==> config.mk <==
export PLATFORM = sky130hd
export DESIGN_NAME = lifo_stack_param
export DESIGN_NICKNAME = d
export VERILOG_FILES = /design/src/rtl/lifo_stack_param_pkg.sv /design/src/rtl/lifo_stack_param_ram.sv /design/src/rtl/lifo_stack_param.sv
export SDC_FILE = /design/constraint.sdc
export NUM_CORES = 1
export LEC_CHECK = 0
export CAP_MARGIN = 30
export CELL_PAD_IN_SITES_DETAIL_PLACEMENT = 0
export CELL_PAD_IN_SITES_GLOBAL_PLACEMENT = 2
export CORE_MARGIN = 2
export CORE_UTILIZATION = 40
export CTS_CLUSTER_SIZE = 25
export DETAILED_ROUTE_END_ITERATION = 8
export HOLD_SLACK_MARGIN = 0.05
export PLACE_DENSITY = 0.83
export SYNTH_ARGS = -nofsm -noshare
export SYNTH_HDL_FRONTEND = slang
export SYNTH_SLANG_ARGS = --single-unit
==> constraint.sdc <==
create_clock -name clk -period 3.7 [get_ports clk]
set_clock_uncertainty 0.1 [all_clocks]
set_input_delay 0.925 -clock clk [delete_from_list [all_inputs] [get_ports clk]]
set_output_delay 0.925 -clock clk [all_outputs]
set_load 0.05 [all_outputs]
==> src/rtl/lifo_stack_param_pkg.sv <==
// Shared definitions for the parametrised LIFO stack: default geometry,
// occupancy-counter width helper and the push/pop request decode type.
package lifo_stack_param_pkg;

    localparam int DEF_DATA_W = 8;
    localparam int DEF_DEPTH  = 8;

    // Request decode: {push, pop}
    typedef enum logic [1:0] {
        OP_IDLE = 2'b00,
        OP_POP  = 2'b01,
        OP_PUSH = 2'b10,
        OP_REPL = 2'b11
    } lifo_op_e;

    // Width of a counter able to hold 0..depth inclusive
    function automatic int lifo_cnt_w(input int depth);
        return $clog2(depth + 1);
    endfunction

endpackage

==> src/rtl/lifo_stack_param_ram.sv <==
// Storage array for the LIFO: one synchronous write port and one
// asynchronous read port. Contents are intentionally not reset.
module lifo_stack_param_ram
    import lifo_stack_param_pkg::*;
#(
    parameter int DATA_W = DEF_DATA_W,
    parameter int DEPTH  = DEF_DEPTH,
    parameter int AW     = $clog2(DEPTH)
) (
    input  logic              clk,
    input  logic              we,
    input  logic [AW-1:0]     waddr,
    input  logic [DATA_W-1:0] wdata,
    input  logic [AW-1:0]     raddr,
    output logic [DATA_W-1:0] rdata
);

    logic [DATA_W-1:0] mem_q [DEPTH];

    // Write the selected entry when the controller enables it
    always_ff @(posedge clk) begin
        if (we) begin
            mem_q[waddr] <= wdata;
        end
    end

    assign rdata = mem_q[raddr];

endmodule

==> src/rtl/lifo_stack_param.sv <==
// Parametrised LIFO stack: push/pop/replace-top, registered pop data with a
// valid strobe, combinational peek, occupancy and sticky error flags.
module lifo_stack_param
    import lifo_stack_param_pkg::*;
#(
    parameter int DATA_W    = DEF_DATA_W,
    parameter int DEPTH     = DEF_DEPTH,
    parameter int AF_THRESH = 6
) (
    input  logic                             clk,
    input  logic                             rst,
    input  logic                             wn,
    input  logic                             rn,
    input  logic [DATA_W-1:0]                datain,
    input  logic                             clr_err,
    output logic [DATA_W-1:0]                dataout,
    output logic                             rd_valid,
    output logic [DATA_W-1:0]                top,
    output logic [lifo_cnt_w(DEPTH)-1:0]     count,
    output logic                             full,
    output logic                             empty,
    output logic                             almost_full,
    output logic                             ovf,
    output logic                             unf
);

    localparam int CW = lifo_cnt_w(DEPTH);
    localparam int AW = $clog2(DEPTH);

    // Reject geometries the counter/flag logic is not built for
    if (DEPTH < 2) begin : g_bad_depth
        $error("lifo_stack_param: DEPTH must be >= 2");
    end
    if (AF_THRESH < 1 || AF_THRESH > DEPTH) begin : g_bad_af
        $error("lifo_stack_param: AF_THRESH must be in 1..DEPTH");
    end

    logic [CW-1:0]     count_q, count_d;
    logic [DATA_W-1:0] dataout_q, dataout_d;
    logic              rd_valid_q, rd_valid_d;
    logic              ovf_q, ovf_d;
    logic              unf_q, unf_d;

    logic [CW-1:0]     cnt_m1_s;
    logic              full_s, empty_s;
    logic              we_s;
    logic [AW-1:0]     waddr_s;
    logic [AW-1:0]     raddr_s;
    logic [DATA_W-1:0] rdata_s;
    lifo_op_e          op_s;

    assign op_s     = lifo_op_e'({wn, rn});
    assign cnt_m1_s = count_q - CW'(1);
    assign raddr_s  = cnt_m1_s[AW-1:0];
    assign full_s   = (count_q == CW'(DEPTH));
    assign empty_s  = (count_q == CW'(0));

    lifo_stack_param_ram #(
        .DATA_W (DATA_W),
        .DEPTH  (DEPTH),
        .AW     (AW)
    ) u_ram (
        .clk   (clk),
        .we    (we_s),
        .waddr (waddr_s),
        .wdata (datain),
        .raddr (raddr_s),
        .rdata (rdata_s)
    );

    // Decode the request against occupancy into next state and RAM write
    always_comb begin
        count_d    = count_q;
        dataout_d  = dataout_q;
        rd_valid_d = 1'b0;
        ovf_d      = ovf_q & ~clr_err;
        unf_d      = unf_q & ~clr_err;
        we_s       = 1'b0;
        waddr_s    = count_q[AW-1:0];
        case (op_s)
            OP_PUSH: begin
                if (!full_s) begin
                    we_s    = 1'b1;
                    waddr_s = count_q[AW-1:0];
                    count_d = count_q + CW'(1);
                end else begin
                    ovf_d = 1'b1;
                end
            end
            OP_POP: begin
                if (!empty_s) begin
                    dataout_d  = rdata_s;
                    rd_valid_d = 1'b1;
                    count_d    = cnt_m1_s;
                end else begin
                    unf_d = 1'b1;
                end
            end
            OP_REPL: begin
                // Replace-top keeps occupancy, so it is legal even when full;
                // on an empty stack the push data passes straight through.
                if (!empty_s) begin
                    dataout_d  = rdata_s;
                    rd_valid_d = 1'b1;
                    we_s       = 1'b1;
                    waddr_s    = raddr_s;
                end else begin
                    dataout_d  = datain;
                    rd_valid_d = 1'b1;
                end
            end
            OP_IDLE: begin
                rd_valid_d = 1'b0;
            end
            default: begin
                rd_valid_d = 1'b0;
            end
        endcase
    end

    // Control and output registers, asynchronously reset
    always_ff @(posedge clk or posedge rst) begin
        if (rst) begin
            count_q    <= CW'(0);
            dataout_q  <= DATA_W'(0);
            rd_valid_q <= 1'b0;
            ovf_q      <= 1'b0;
            unf_q      <= 1'b0;
        end else begin
            count_q    <= count_d;
            dataout_q  <= dataout_d;
            rd_valid_q <= rd_valid_d;
            ovf_q      <= ovf_d;
            unf_q      <= unf_d;
        end
    end

    assign dataout     = dataout_q;
    assign rd_valid    = rd_valid_q;
    assign count       = count_q;
    assign full        = full_s;
    assign empty       = empty_s;
    assign almost_full = (count_q >= CW'(AF_THRESH));
    assign ovf         = ovf_q;
    assign unf         = unf_q;
    assign top         = empty_s ? DATA_W'(0) : rdata_s;

endmodule

# After elaboration in Yosys (flattened, before gate mapping)
# Memory sizes are Yosys's and may differ from the RTL's.
# Cells that the tools add are included.
# word_totals
ram_bits	64
ff_bits	15
wordCells	42
latchBits	0
out_inout_bits	26
rom_bits	0
memories	1
# mem_list
memory	depth	word_bits	read_ports	rd_clocked_by_memory_dff	write_ports	line	rtl
u_ram.mem_q	8	8	1	0	1	lifo_stack_param_ram.sv:18	logic [DATA_W-1:0] mem_q [DEPTH];
# op_classes
eq_ne	6
addsub	2
n_reduce_logical	5
order_cmp	1
mux	19
shifts	0
div_mod_pow	0
bitwise	3
multipliers	0
# ops
cell	n
8-bit 2-to-1 mux	3
8-bit case mux with 2 select lines	1
1-bit 2-to-1 mux	8
4-bit 2-to-1 mux	2
4-bit case mux with 2 select lines	1
3-bit 2-to-1 mux	2
4-bit by 1-bit adder with 4-bit output, second input constant	1
2-bit == test, second input constant	2
4-bit == test, second input constant	1
4-bit by 3-bit >= comparator with 1-bit output, second input constant	1
4-bit zero test	1
2-bit != test, second input constant	2
1-bit case mux with 2 select lines	2
2-bit nonzero test	2
4-bit by 1-bit subtractor with 4-bit output, second input constant	1
3-bit AND reduction	1
1-bit bitwise AND	2
2-bit by 1-bit == test with 1-bit output, second input constant	1
2-bit AND reduction	1
1-bit NOT	1

# Depth between registers and ports, before layout
# Gate-level depths: netlist (run 1).
# depth
ltp_word	5
ltp_mapped	11
depth_no_buf	7

# Hierarchy
# From an unflattened synthesis (run 1), not the netlist that was laid out.
# unflattened
hier_cells	215
hier_area_um2	3649.8
# by_module_without_submodules
mod	cells_each	n_inst	area_per_inst_um2	seq_area_each_um2
lifo_stack_param_ram	106	1	2531.2	1921.8
lifo_stack_param	109	1	1118.6	375.4

# Worst setup path before layout (run 1)
# OpenSTA, ideal clock, no wires.
# synth_timing
path_type	reg-to-output
startpoint	register count_q[0], in the netlist count[0]
endpoint	output top[0]
arrival_time_ps	3167
path_buffers	4
slack_ps	-492
path_stages_with_launch	10
cell_sequence	dfrtp_1 > buf_6 > buf_12 > buf_6 > inv_1 > ha_1 > and3b_1 > clkbuf_1 > o21ai_0 > a22oi_1
# synth_via
elab_chain_cells	3
# synth_rtl
item	line	rtl
start: declaration	lifo_stack_param.sv:38	logic [CW-1:0] count_q, count_d;
start signal: assignment	lifo_stack_param.sv:130	count_q <= count_d;
4-bit by 1-bit subtractor with 4-bit output	lifo_stack_param.sv:53	assign cnt_m1_s = count_q - CW'(1);
memory read 8 x 8 bit	n/a	
8-bit 2-to-1 mux (*)	lifo_stack_param.sv:146	assign top = empty_s ? DATA_W'(0) : rdata_s;
end: declaration	lifo_stack_param.sv:18	output logic [DATA_W-1:0] top,
# Every way passes the cells marked *; elsewhere a longest branch is shown, timed or not.

# Worst setup path in the final report (run 1)
# layout_timing
startpoint	register count_q[1], in the netlist count[1]
endpoint	output top[1]
# Same word-level chain as after synthesis.

==> results of run 1 <==
[layout by cell type, fill, tap and decap left out, types with 5 or more instances in the layout]
cell type and count:
a22o_1 6, a32oi_4 7, buf_12 10, buf_4 26, clkbuf_8 9, clkdlybuf4s50_1 27, dfrtp_1 14, edfxtp_1 64
inv_1 8, mux2_2 10, mux2_4 7, mux4_1 9, mux4_2 10, nand2_1 17, nand2b_1 10, nor3_1 10
o21ai_0 9, o22a_1 7, xnor2_1 5
[per-stage QoR]
step	instance area [sq um]	setup slack, ns	util [%]	hold slack [ns]	std cells
3_5_place_dp	4796	0.4258	49.29	0.4205	437
3_3_place_gp	4796	0.4612	49.29	0.3999	437
4_1_cts	4967	0.02016	51.05	0.4347	453
2_1_floorplan	4140	0.01777	-	0.6549	262
6_report	4979	0.08274	51.17	0.4292	453
5_1_grt	4979	-0.03095	51.17	0.4617	453
[kinds of logic (layout without fill, tap and decap cells)]
kind of cell,after synthesis,count (layout),share of synthesized area [%]
compound gates,49,49,9.566
xor+xnor,5,5,1.094
fa+ha+maj,4,4,1.250
buf+inv,30,88,5.251
flops,79,79,57.39
mux,40,40,17.97
simple gates,55,55,7.471
[flip-flops by register name (all words and copies together) (netlist names)]
register     flops
u_ram.mem_q     64
dataout          8
ovf              1
count            4
unf              1
rd_valid         1
[synthesized netlist by cell type, drive strengths merged]
cell	number
a211o	1
a21oi	3
a221o	1
a221oi	6
a22o	6
a22oi	1
a32oi	7
and2	1
and3	4
and3b	2
and4	1
buf	15
clkbuf	6
dfrtp	15
edfxtp	64
ha	4
inv	9
mux2	17
mux2i	4
mux4	19
nand2	17
nand2b	10
nand3	3
nand3b	1
nand4	1
nor2b	2
nor3	10
nor4	1
o21a	1
o21ai	10
o22a	7
o22ai	2
o31a	2
o31ai	1
o32ai	1
or3	1
or3b	1
xnor2	5
[worst max-delay path: stages (launching register included)]
cell and delay, ns:
dfrtp_1 0.49, inv_1 0.13, ha_2 0.46, and3b_1 0.35, a221oi_1 0.49, a32oi_4 0.13, buf_12 0.18
[routing by layer]
layer  track usage, %  vias up
li1                 -     1154
met1            24.20     1278
met2            29.89       60
met3            4.198       11
met4            5.985        0
met5                0        -
[area by class of cell]
class                   count  share of cell area [%]
clock buffers               9                   2.488
clock inverters             7                  0.9550
inverters                   9                  0.6786
multi-input cells         153                   33.00
flip-flops and latches     79                   46.17
well taps                 133                   3.343
repair buffers             63                   13.37
[worst max-delay path by stage]
stage | slack (ns) | cells after the start | startpoint | endpoint
floorplan | 0.02 | 8 | count[0] | top[7]
global placement | 0.46 | 6 | count[1] | top[6]
detailed placement | 0.43 | 6 | count[1] | top[6]
CTS | 0.02 | 6 | count[1] | top[6]
global route | -0.03 | 6 | count[1] | top[1]
finish | 0.08 | 6 | count[1] | top[1]
[what timing repair did]
item | in CTS | in global routing
setup endpoints to repair | 0 | 6
hold buffers | 0 | 0
gates resized for setup | 0 | 3
==> key figures, run 1 <==
Setup path
  • Critical path type: reg -> out
  • Critical Path Fanout Max: 11
  • Reg-to-reg setup timing slack: 0.67 ns
  • CP Launch Type: register
  • FF-to-FF Start: count[1]
  • FF-to-FF path depth: 9
  • Worst Path Required: 2.67 ns
  • End of the worst register-to-register path: u_ram.mem_q[2][5]
  • Critical Path AT: 2.59 ns
  • Setup crit end kind: output pin

Global route
  • Largest net degree at the start of global routing: 45
  • Remaining Overflow, GRT: 0
  • Vias in the first global route: 2604
  • Initial antenna violation count: 0
  • Global Route Usage Sum: 18.28%
  • First-pass GRT wire length: 14.90 mm

Flow run
  • Max-Cap Viols: 0

Logic synthesis
  • Syn. warnings: 0
  • Sequential element share of the synthesized area: 57.39%
  • Post-synthesis cell count: 262
  • Top cells by area, synth: edfxtp_1 (48%), dfrtp_1 (9.4%), mux4_1 (5.9%)
  • Synth cell types: 49
  • Synthesized flop and latch total: 79
  • Syn_area_per_cell: 15.28 sq um
  • Largest area contributor in the netlist: edfxtp_1
  • Synthesized area: 4003 sq um
  • Synth Net Count: 279
  • Top cell type's share of synthesized area: 48.02%

Worst hold path
  • Hold path start: ovf
  • WHS Path Cells: 2
  • Hold Path End: ovf
  • Hold Path Class: reg -> reg

Layout
  • N_diodes: 0
  • Nets: 332
  • FILL cells: 862
  • Storage cell area: 2298 sq um
  • Area grow syn2layout: 24.38%
  • Area of the multi-input gates: 1643 sq um
  • Proportion of layout cells with a drive suffix above 1: 29.06%

Detailed routing
  • Avg WL per Cell: 20.81 microns
  • Via Count: 2503
  • DRT iter0 DRCs: 137
  • Met2 routed WL: 4.602 mm
  • Final WL: 9.426 mm
  • Met3 WL: 424 microns
  • DR top layer: met4
  • Final ANT Viol Nets: 0
  • Vias per std cell: 5.525
  • Pre-antenna DRT Iters: 4
  • Routed length on met1: 4.247 mm
  • DRC violations left: 0

Clock tree
  • CTS root buf: clkbuf_8
  • Worst skew pair latency: 0.36 ns
  • Num CTS Buffers: 9
  • Maximum buffer depth of the clock tree: 2
  • Post CTS Setup Buffer Count: 0
  • Clk sink count: 79
  • Clock-pin slew on the worst setup and hold paths: 0.09 ns
  • CTS H-tree depth: 3
  • CTS tree: built

STA
  • Worst-Margin Slew: 0.9213 ns
  • Fin. max-slew vios: 0
  • Setup violators final: 0
  • Slew HR: 38.17%
  • Hold Vio Cnt, Final: 0
  • Peak Freq: 276.5 MHz
  • Post-route clock period utilization: 97.76%
  • Minimum clock period: 3.617 ns
  • TNS Setup: 0 ns
  • Unrepaired setup endpoints after global routing: yes

Outcome
  • Status: complete, no violations

Placement
  • PortBufs: 38
  • Hpwl dp: 6.487 mm
  • RePlAce Congestion: 0.7720

Floorplan
  • Row cnt: 36
  • Die width: 104.0 microns
  • Die height: 104.0 microns
  • Die ar.: 10820 sq um
  • Core area: 9729 sq um
  • I/O pin cnt: 39
  • Initial Util: 41.14%
Power of run 1 is left out: the tool's default activity adds up to more than one toggle a clock period on the data nets, which glitch-free logic cannot reach.
==> run 2: changes to the inputs <==
--- a/config.mk
+++ b/config.mk
@@ -14,6 +14,7 @@
 export DETAILED_ROUTE_END_ITERATION = 8
 export HOLD_SLACK_MARGIN = 0.05
 export PLACE_DENSITY = 0.83
+export SKIP_LAST_GASP = 1
 export SYNTH_ARGS = -nofsm -noshare
 export SYNTH_HDL_FRONTEND = slang
 export SYNTH_SLANG_ARGS = --single-unit
==> constraint.sdc (replaced) <==
create_clock -name clk -period 3.7 [get_ports clk]
set_clock_uncertainty 0.1 [all_clocks]
set_input_delay 0.37 -clock clk [delete_from_list [all_inputs] [get_ports clk]]
set_output_delay 0.37 -clock clk [all_outputs]
set_load 0.05 [all_outputs]
==> key figures, run 2 (synthesis gave the netlist of run 1 again) <==
Floorplan
  • Core area: 9729 sq um (unchanged)
  • I/O pin cnt: 39 (unchanged)
  • Row cnt: 36 (unchanged)
  • Die height: 104.0 microns (unchanged)
  • Initial Util: 41.14% (unchanged)
  • Die width: 104.0 microns (unchanged)
  • Die ar.: 10820 sq um (unchanged)

STA
  • Peak Freq: 295.8 MHz (was 276.5 MHz)
  • Setup violators final: 0 (unchanged)
  • Post-route clock period utilization: 91.38% (was 97.76%)
  • Fin. max-slew vios: 0 (unchanged)
  • Unrepaired setup endpoints after global routing: no (was yes)
  • Hold Vio Cnt, Final: 0 (unchanged)
  • Minimum clock period: 3.381 ns (was 3.617 ns)
  • Worst-Margin Slew: 0.8251 ns (was 0.9213 ns)
  • TNS Setup: 0 ns (unchanged)
  • Slew HR: 44.57% (was 38.17%)

Placement
  • PortBufs: 38 (unchanged)
  • Hpwl dp: 6.283 mm (was 6.487 mm)
  • RePlAce Congestion: 0.7729 (was 0.7720)

Clock tree
  • Post CTS Setup Buffer Count: 0 (unchanged)
  • Post-cts resize count: 0 (unchanged)
  • CTS tree: built (unchanged)
  • Maximum buffer depth of the clock tree: 2 (unchanged)
  • Num CTS Buffers: 9 (unchanged)
  • CTS root buf: clkbuf_8 (unchanged)
  • Clock-pin slew on the worst setup and hold paths: 0.08 ns (was 0.09 ns)
  • Worst skew pair latency: 0.35 ns (was 0.36 ns)
  • Hold_buf cts: 0 (unchanged)
  • Clk sink count: 79 (unchanged)
  • CTS H-tree depth: 3 (unchanged)

Layout
  • Top reg by flops: u_ram.mem_q (unchanged)
  • Proportion of layout cells with a drive suffix above 1: 23.64% (was 29.06%)
  • Commonest non-fill, non-tap cell in the layout: edfxtp_1 (unchanged)
  • Nets: 326 (was 332)
  • Max FFs per register: 64 (unchanged)
  • Most frequent cells in the layout: edfxtp_1 (64), clkdlybuf4s50_1 (28), buf_4 (21) (was edfxtp_1 (64), clkdlybuf4s50_1 (27), buf_4 (26))
  • N_diodes: 0 (unchanged)
  • Area grow syn2layout: 20.04% (was 24.38%)

Setup path
  • Setup crit end kind: output pin (unchanged)
  • Critical Path Fanout Max: 15 (was 11)
  • Worst-path cell chain: inv_1 -> ha_1 -> buf_4 -> and3b_1 -> a221oi_1 -> a32oi_1 -> buf_12 (was inv_1 -> ha_2 -> and3b_1 -> a221oi_1 -> a32oi_4 -> buf_12)
  • Worst Path Required: 3.23 ns (was 2.67 ns)
  • Critical path type: reg -> out (unchanged)
  • Critical Path AT: 2.91 ns (was 2.59 ns)
  • CP Launch Type: register (unchanged)
  • Critical path's slowest cell: ha_1 (was dfrtp_1)
  • Critical path's largest stage delay: 0.52 ns (was 0.49 ns)

Detailed routing
  • Final ANT Viol Nets: 0 (unchanged)
  • Avg WL per Cell: 20.83 microns (was 20.81 microns)
  • Via Count: 2517 (was 2503)
  • DRC violations left: 0 (unchanged)
  • Pre-antenna DRT Iters: 4 (unchanged)
  • Vias per std cell: 5.643 (was 5.525)
  • Final WL: 9.291 mm (was 9.426 mm)
  • DRT iter0 DRCs: 208 (was 137)

Global route
  • First-pass GRT wire length: 14.66 mm (was 14.90 mm)
  • Global Route Usage Sum: 18.05% (was 18.28%)
  • Remaining Overflow, GRT: 0 (unchanged)
  • Vias in the first global route: 2540 (was 2604)
  • Initial antenna violation count: 0 (unchanged)
  • Largest net degree at the start of global routing: 45 (unchanged)

Worst hold path
  • Hold Path Class: in -> async (was reg -> reg)

Outcome
  • Status: complete, no violations (unchanged)

Flow run
  • Max-Cap Viols: 0 (unchanged)
==> run 2: layer usage <==
| layer | vias to the layer above | part of all wire (%) | GRT usage (%) |
|---|---|---|---|
| li1 | 1139 | - | - |
| met1 | 1256 | 44 | 24.21 |
| met2 | 98 | 46 | 27.87 |
| met3 | 24 | 6.4 | 4.198 |
| met4 | 0 | 3.3 | 8.494 |
| met5 | - | 0 | 0 |
==> run 2: final timing paths <==
check	start	end	slack (ns)	depth (start not counted)
worst min-delay path	rst	dataout[0]	0.34	2
worst max-delay path	count[1]	top[1]	0.32	7
min in group clk	ovf	ovf	0.42	2
max in group asynchronous	rst	count[0]	2.66	2
worst min register to register	ovf	ovf	0.42	2
worst max register to register	count[0]	u_ram.mem_q[3][6]	0.56	8
==> run 2: area by class of cell <==
cell class	count	area, sq um
Tap cell	133	166.4
Multi-Input combinational cell	153	1495
Clock buffer	11	141.4
Sequential cell	79	2298
Fill cell	861	4925
Timing Repair Buffer	57	598.1
Clock inverter	4	71.32
Inverter	9	33.78
==> run 2: per-stage QoR <==
stage	util (%)	setup WS, ns	cell area, sq um	hold slack (ns)	instances
after floorplan	-	0.06303	4003	0.1715	262
after global placement	47.20	0.6472	4592	0.4070	431
after detailed placement	47.20	0.6516	4592	0.4073	431
after CTS	49.38	0.2698	4805	0.3552	446
after global routing	49.38	0.07387	4805	0.3974	446
final	49.38	0.3188	4805	0.3401	446
==> run 2: critical path: cells and delay by family, from the launching register on <==
family	cells	cell delay, ns
AO/OA/AOI/OAI	2	0.55
adder cells (fa/ha/maj)	1	0.52
AND/OR/NAND/NOR	1	0.43
buffers and inverters	3	0.59
flip-flops	1	0.46
Power of run 2 is left out for the same reason.
